File: config.mk
export PLATFORM = sky130hd
export DESIGN_NAME = eth_parser
export DESIGN_NICKNAME = d
export VERILOG_FILES = /design/src/rtl/eth_parser.sv
export SDC_FILE = /design/constraint.sdc
export NUM_CORES = 1
export LEC_CHECK = 0
export BUFFER_PORTS_ARGS = -buffer_cell sky130_fd_sc_hd__buf_4
export CORE_ASPECT_RATIO = 2
export CORE_UTILIZATION = 55
export CTS_CLUSTER_DIAMETER = 50
export CTS_CLUSTER_SIZE = 16
export DETAILED_ROUTE_END_ITERATION = 10
export GPL_ROUTABILITY_DRIVEN = 0
export MAX_ROUTING_LAYER = met4
export PLACE_DENSITY = 0.71
export SLEW_MARGIN = 20
export SYNTH_ARGS = -nofsm -noshare
export SYNTH_HDL_FRONTEND = slang
export SYNTH_SLANG_ARGS = --single-unit
File: constraint.sdc
create_clock -name clk -period 5.5 [get_ports clk]
set_input_delay 0.825 -clock clk [delete_from_list [all_inputs] [get_ports clk]]
set_output_delay 0.825 -clock clk [all_outputs]
set_load 0.02 [all_outputs]
File: src/rtl/eth_parser.sv
// Ethernet II / IPv4 / UDP receive filter: checks MAC, EtherType, IP checksum/address and UDP port,
// then streams the UDP payload. Define ETH_PARSER_BROADCAST_EN to also accept FF:FF:FF:FF:FF:FF.
module eth_parser #(
  parameter logic [47:0] FPGA_MAC  = 48'h00_1A_2B_3C_4D_5E,
  parameter logic [31:0] FPGA_IP   = 32'hC0_00_02_92,
  parameter logic [15:0] FPGA_PORT = 16'd5005
) (
  input  logic       clk,
  input  logic       resetn,
  input  logic       data_valid,
  input  logic [7:0] received_byte,
  input  logic       byte_valid,
  output logic [7:0] payload,
  output logic       payload_valid,
  output logic       payload_last
);

  typedef enum logic [2:0] {
    StIdle, StPreamble, StEthHdr, StIpHdr, StUdpHdr, StPayload, StDrop
  } state_e;

  state_e      state_q;
  logic [4:0]  cnt_q;
  logic [7:0]  hi_q;
  logic [15:0] csum_q;
  logic [15:0] udp_len_q;
  logic [15:0] remain_q;

  logic [7:0]  mac_byte;
  logic [7:0]  ip_byte;
  logic        mac_hit;
  logic [15:0] word;
  logic [16:0] csum_sum;
  logic [15:0] csum_fold;

  always_comb begin
    mac_byte = 8'h00;
    case (cnt_q)
      5'd0:    mac_byte = FPGA_MAC[47:40];
      5'd1:    mac_byte = FPGA_MAC[39:32];
      5'd2:    mac_byte = FPGA_MAC[31:24];
      5'd3:    mac_byte = FPGA_MAC[23:16];
      5'd4:    mac_byte = FPGA_MAC[15:8];
      5'd5:    mac_byte = FPGA_MAC[7:0];
      default: mac_byte = 8'h00;
    endcase
  end

  always_comb begin
    ip_byte = 8'h00;
    case (cnt_q)
      5'd16:   ip_byte = FPGA_IP[31:24];
      5'd17:   ip_byte = FPGA_IP[23:16];
      5'd18:   ip_byte = FPGA_IP[15:8];
      5'd19:   ip_byte = FPGA_IP[7:0];
      default: ip_byte = 8'h00;
    endcase
  end

  // Ones'-complement add with a single end-around carry; one fold suffices for 16+16 bits.
  assign word      = {hi_q, received_byte};
  assign csum_sum  = {1'b0, csum_q} + {1'b0, word};
  assign csum_fold = csum_sum[15:0] + {15'd0, csum_sum[16]};

`ifdef ETH_PARSER_BROADCAST_EN
  logic uni_q, bc_q, uni_d, bc_d;

  // Track unicast and broadcast matches separately so a mixed address is rejected.
  always_comb begin
    uni_d   = ((cnt_q == 5'd0) | uni_q) & (received_byte == mac_byte);
    bc_d    = ((cnt_q == 5'd0) | bc_q) & (received_byte == 8'hFF);
    mac_hit = uni_d | bc_d;
  end
`else
  assign mac_hit = (received_byte == mac_byte);
`endif

  always_ff @(posedge clk or negedge resetn) begin
    if (!resetn) begin
      state_q       <= StIdle;
      cnt_q         <= 5'd0;
      hi_q          <= 8'h00;
      csum_q        <= 16'h0000;
      udp_len_q     <= 16'h0000;
      remain_q      <= 16'h0000;
      payload       <= 8'h00;
      payload_valid <= 1'b0;
      payload_last  <= 1'b0;
`ifdef ETH_PARSER_BROADCAST_EN
      uni_q         <= 1'b0;
      bc_q          <= 1'b0;
`endif
    end else begin
      payload_valid <= 1'b0;
      payload_last  <= 1'b0;
      if (!data_valid) begin
        state_q <= StIdle;
        cnt_q   <= 5'd0;
        csum_q  <= 16'h0000;
      end else begin
        case (state_q)
          StIdle: begin
            state_q <= StPreamble;
            cnt_q   <= 5'd0;
            csum_q  <= 16'h0000;
          end
          StPreamble: begin
            if (byte_valid) begin
              if (received_byte == 8'hD5) begin
                state_q <= StEthHdr;
                cnt_q   <= 5'd0;
              end else if (received_byte != 8'h55) begin
                state_q <= StDrop;
              end
            end
          end
          StEthHdr: begin
            if (byte_valid) begin
              hi_q  <= received_byte;
              cnt_q <= cnt_q + 5'd1;
              if (cnt_q <= 5'd5) begin
`ifdef ETH_PARSER_BROADCAST_EN
                uni_q <= uni_d;
                bc_q  <= bc_d;
`endif
                if (!mac_hit) state_q <= StDrop;
              end else if (cnt_q == 5'd13) begin
                cnt_q  <= 5'd0;
                csum_q <= 16'h0000;
                state_q <= (word == 16'h0800) ? StIpHdr : StDrop;
              end
            end
          end
          StIpHdr: begin
            if (byte_valid) begin
              hi_q  <= received_byte;
              cnt_q <= cnt_q + 5'd1;
              if (cnt_q[0]) csum_q <= csum_fold;
              if (cnt_q >= 5'd16 && received_byte != ip_byte) begin
                state_q <= StDrop;
              end else if (cnt_q == 5'd19) begin
                cnt_q   <= 5'd0;
                state_q <= (csum_fold == 16'hFFFF) ? StUdpHdr : StDrop;
              end
            end
          end
          StUdpHdr: begin
            if (byte_valid) begin
              hi_q  <= received_byte;
              cnt_q <= cnt_q + 5'd1;
              if (cnt_q == 5'd3 && word != FPGA_PORT) state_q <= StDrop;
              if (cnt_q == 5'd5) udp_len_q <= word;
              if (cnt_q == 5'd7) begin
                cnt_q <= 5'd0;
                if (udp_len_q <= 16'd8) begin
                  state_q <= StDrop;
                end else begin
                  remain_q <= udp_len_q - 16'd8;
                  state_q  <= StPayload;
                end
              end
            end
          end
          StPayload: begin
            if (byte_valid) begin
              payload       <= received_byte;
              payload_valid <= 1'b1;
              remain_q      <= remain_q - 16'd1;
              if (remain_q == 16'd1) begin
                payload_last <= 1'b1;
                state_q      <= StDrop;
              end
            end
          end
          StDrop:  state_q <= StDrop;
          default: state_q <= StDrop;
        endcase
      end
    end
  end

endmodule

==> results.yml <==
status:
  status: "complete, no violations"
clock_tree:
  cts-buffers-inserted: 9
  clock_latency_ns: 0.34
  post-cts-setup-buffers: 0
  clock_sinks: 74
  clockBufferDepth: 2
  htreeDepth: 3
  cts_tree: "yes"
  cts-root-buf: "clkbuf_16"
  postCtsHoldBufs: 0
  cts_resized: 0
  path_clk_slew_ns: 0.06
timing:
  tns_ns: 0
  fin_crit_sh: 0.883
  worst_slew_pin_slew_ns: 1.11
  holdWs_ns: 0.493
  min_period_ns: 4.85
  hold_violations: 0
  rsz0062_at_grt: "no"
  max_freq_mhz: 206
  setup_viol: 0
  timing.final.ws_setup_ns: 0.645
  finalClockSkew_ns: 0.00666
  drv_slew: 0
  max-slew-margin-rel: 0.258
pwr:
  power_leakage_nw: 2.57
  p_per_area_mw_per_mm2: 389
  ir_drop_v: 0.000228
  power.total_mw: 2.38
route:
  routed_via_density: 6.49
  remaining_drc_errors: 0
  wl_um: 15700
  ant_nets: 0
  wl_per_cell_um: 20.5
  firstDrtPassIters: 5
  vias: 4974
  first_iter_violations: 366
logic_synthesis:
  syn_area_per_cell_sq_um: 8.99
  synth_edf_count: 0
  synth_seq_cells: 74
  yosysWarnings: 0
  synthCells: 620
  seq_area_frac_synth: 0.332
  synth_nets: 658
  synth_cell_types: 80
  async_flop_share: 1.00
  ys.flop_type: "dfrtp_1"
  syn_area_sq_mm: 0.00557
grt:
  grt.overflow.total: 0
  grtUsageTotal: 0.330
  grt_max_degree: 75
  grt_pass1_wl_um: 25000
  grt_pass1_vias: 4879
  antenna_found_initial: 0
cells_and_area:
  multi_input_area_sq_mm: 0.00353
  final_core_utilization: 0.627
  regArea_sq_mm: 0.00185
  syn_to_final_growth_pct: 9.83
  layout.nets: 667
  instances_no_fill: 766
  fillers: 836
  diodes: 0
  final_area_sq_mm: 0.00612
  drive_gt1_frac: 0.151
hold_path:
  worstHoldPathType: "reg2reg"
place:
  port-buffer-count: 21
  dp_slack_ns: 0.434
  dp_cells: 750
  dp.final_hpwl_um: 11700
  post_dp_cell_area_sq_mm: 0.00582
die:
  coreArea_sq_mm: 0.00976
  io_pins: 22
  start_util: 0.571
  dieHeight_um: 144
  die_area_sq_mm: 0.0106
  fp-row-count: 51
  die_w_um: 73.2
critical_path:
  endpoint_kind: "register"
  start_kind: "input pin"
  crit_type: "in2reg"
  cp_max_fo: 8
  critPathArrivalTime_ns: 5.06
  required_ns: 5.70
job:
  drv_cap: 0
-- final timing paths --
| kind | endpoint | from | slack, ns | depth (start not counted) |
|---|---|---|---|---|
| worst max-delay path | state_q[1] | received_byte[0] | 0.65 | 23 |
| worst min-delay path | csum_q[4] | csum_q[4] | 0.49 | 2 |
| worst max register to register | state_q[1] | csum_q[0] | 0.88 | 22 |
| worst min register to register | csum_q[4] | csum_q[4] | 0.49 | 2 |
| max in group asynchronous | payload[4] | resetn | 4.22 | 1 |
| min in group asynchronous | cnt_q[3] | resetn | 0.62 | 1 |
-- state kept, by name (all words and copies together) (netlist names) --
signal and count:
cnt_q 5, csum_q 16, hi_q 8, payload 8, payload_last 1, payload_valid 1
remain_q 16, state_q 3, udp_len_q 16
-- Yosys cell counts, types with 4 or more instances --
library cell,number,area share
o211ai_1,7,0.0094
xor2_1,18,0.028
a22oi_1,4,0.0054
mux2_2,30,0.061
o31ai_1,8,0.011
or3_1,10,0.011
ha_1,25,0.056
inv_1,27,0.018
buf_2,4,0.0036
nand3_1,23,0.021
o22ai_1,4,0.0045
o21a_1,4,0.0054
xnor2_1,24,0.038
a22o_1,11,0.017
nor2_1,35,0.024
nor4_1,12,0.013
o21ai_0,50,0.045
o2111ai_1,4,0.0063
a21oi_1,39,0.035
nand4_1,4,0.0045
nand2_1,51,0.034
nand2b_1,9,0.010
a31oi_1,5,0.0056
nor2b_1,4,0.0045
nor3_1,19,0.017
a2111oi_0,4,0.0063
clkbuf_1,19,0.013
and2_1,5,0.0056
and3_1,7,0.0079
nand3b_1,5,0.0067
dfrtp_1,74,0.33
a211oi_1,7,0.0094
-- cells by family after synthesis --
kind of cell / count (synthesis) / share of synthesized area
AO/OA/AOI/OAI: 182 / 0.231
flip-flops: 74 / 0.332
buffers and inverters: 53 / 0.0379
AND/OR/NAND/NOR: 209 / 0.202
XOR/XNOR: 44 / 0.0730
adder cells (fa/ha/maj): 26 / 0.0597
multiplexers: 32 / 0.0642
-- area by class of cell --
cell class,count,share of cell area
Clock buffer,10,0.0374
Multi-Input combinational cell,493,0.576
Sequential cell,74,0.302
Clock inverter,6,0.0108
Timing Repair Buffer,24,0.0294
Inverter,27,0.0166
Tap cell,132,0.0270
-- layer usage --
| metal | global-route usage | share of wire | wire, um |
|---|---|---|---|
| met1 | 0.334 | 0.35 | 5550 |
| met2 | 0.561 | 0.53 | 8320 |
| met3 | 0.0383 | 0.032 | 501 |
| met4 | 0.263 | 0.085 | 1340 |
| met5 | - | 0 | 0 |
-- cell usage in the layout, fill, tap and decap left out, types with 8 or more instances in the layout --
cell / instances
a21oi_1: 39
buf_4: 24
nor3_1: 18
ha_1: 25
nor2_1: 35
nand2_1: 51
nand3_1: 23
inv_1: 27
xor2_1: 18
o31ai_1: 8
a22o_1: 11
xnor2_1: 24
clkbuf_16: 9
nand2b_1: 9
dfrtp_1: 74
or3_1: 10
o21ai_0: 50
mux2_2: 30
nor4_1: 12
-- power breakdown --
group          internal, mW  switching (mW)  leakage [nW]  total [mW]
Sequential            0.666           0.160         0.972       0.826
Combinational         0.362           0.602          1.46       0.964
Clock                 0.352           0.239         0.135       0.591
-- worst max-delay path: stages --
cell	delay (ns)
buf_4	0.14
ha_1	0.22
inv_1	0.07
fa_1	0.20
and2b_1	0.23
o21ai_1	0.15
a21oi_1	0.12
o41ai_2	0.47
o21bai_1	0.11
a21oi_1	0.18
nor2_1	0.06
o21ai_0	0.17
nand2b_1	0.13
ha_1	0.24
ha_1	0.22
nand2_1	0.17
xnor3_1	0.17
and3_1	0.15
o22ai_1	0.08
a2111oi_0	0.39
o2111ai_1	0.19
a211oi_1	0.26
a31oi_1	0.10
Note: power is estimated with default switching activity, not from simulation.
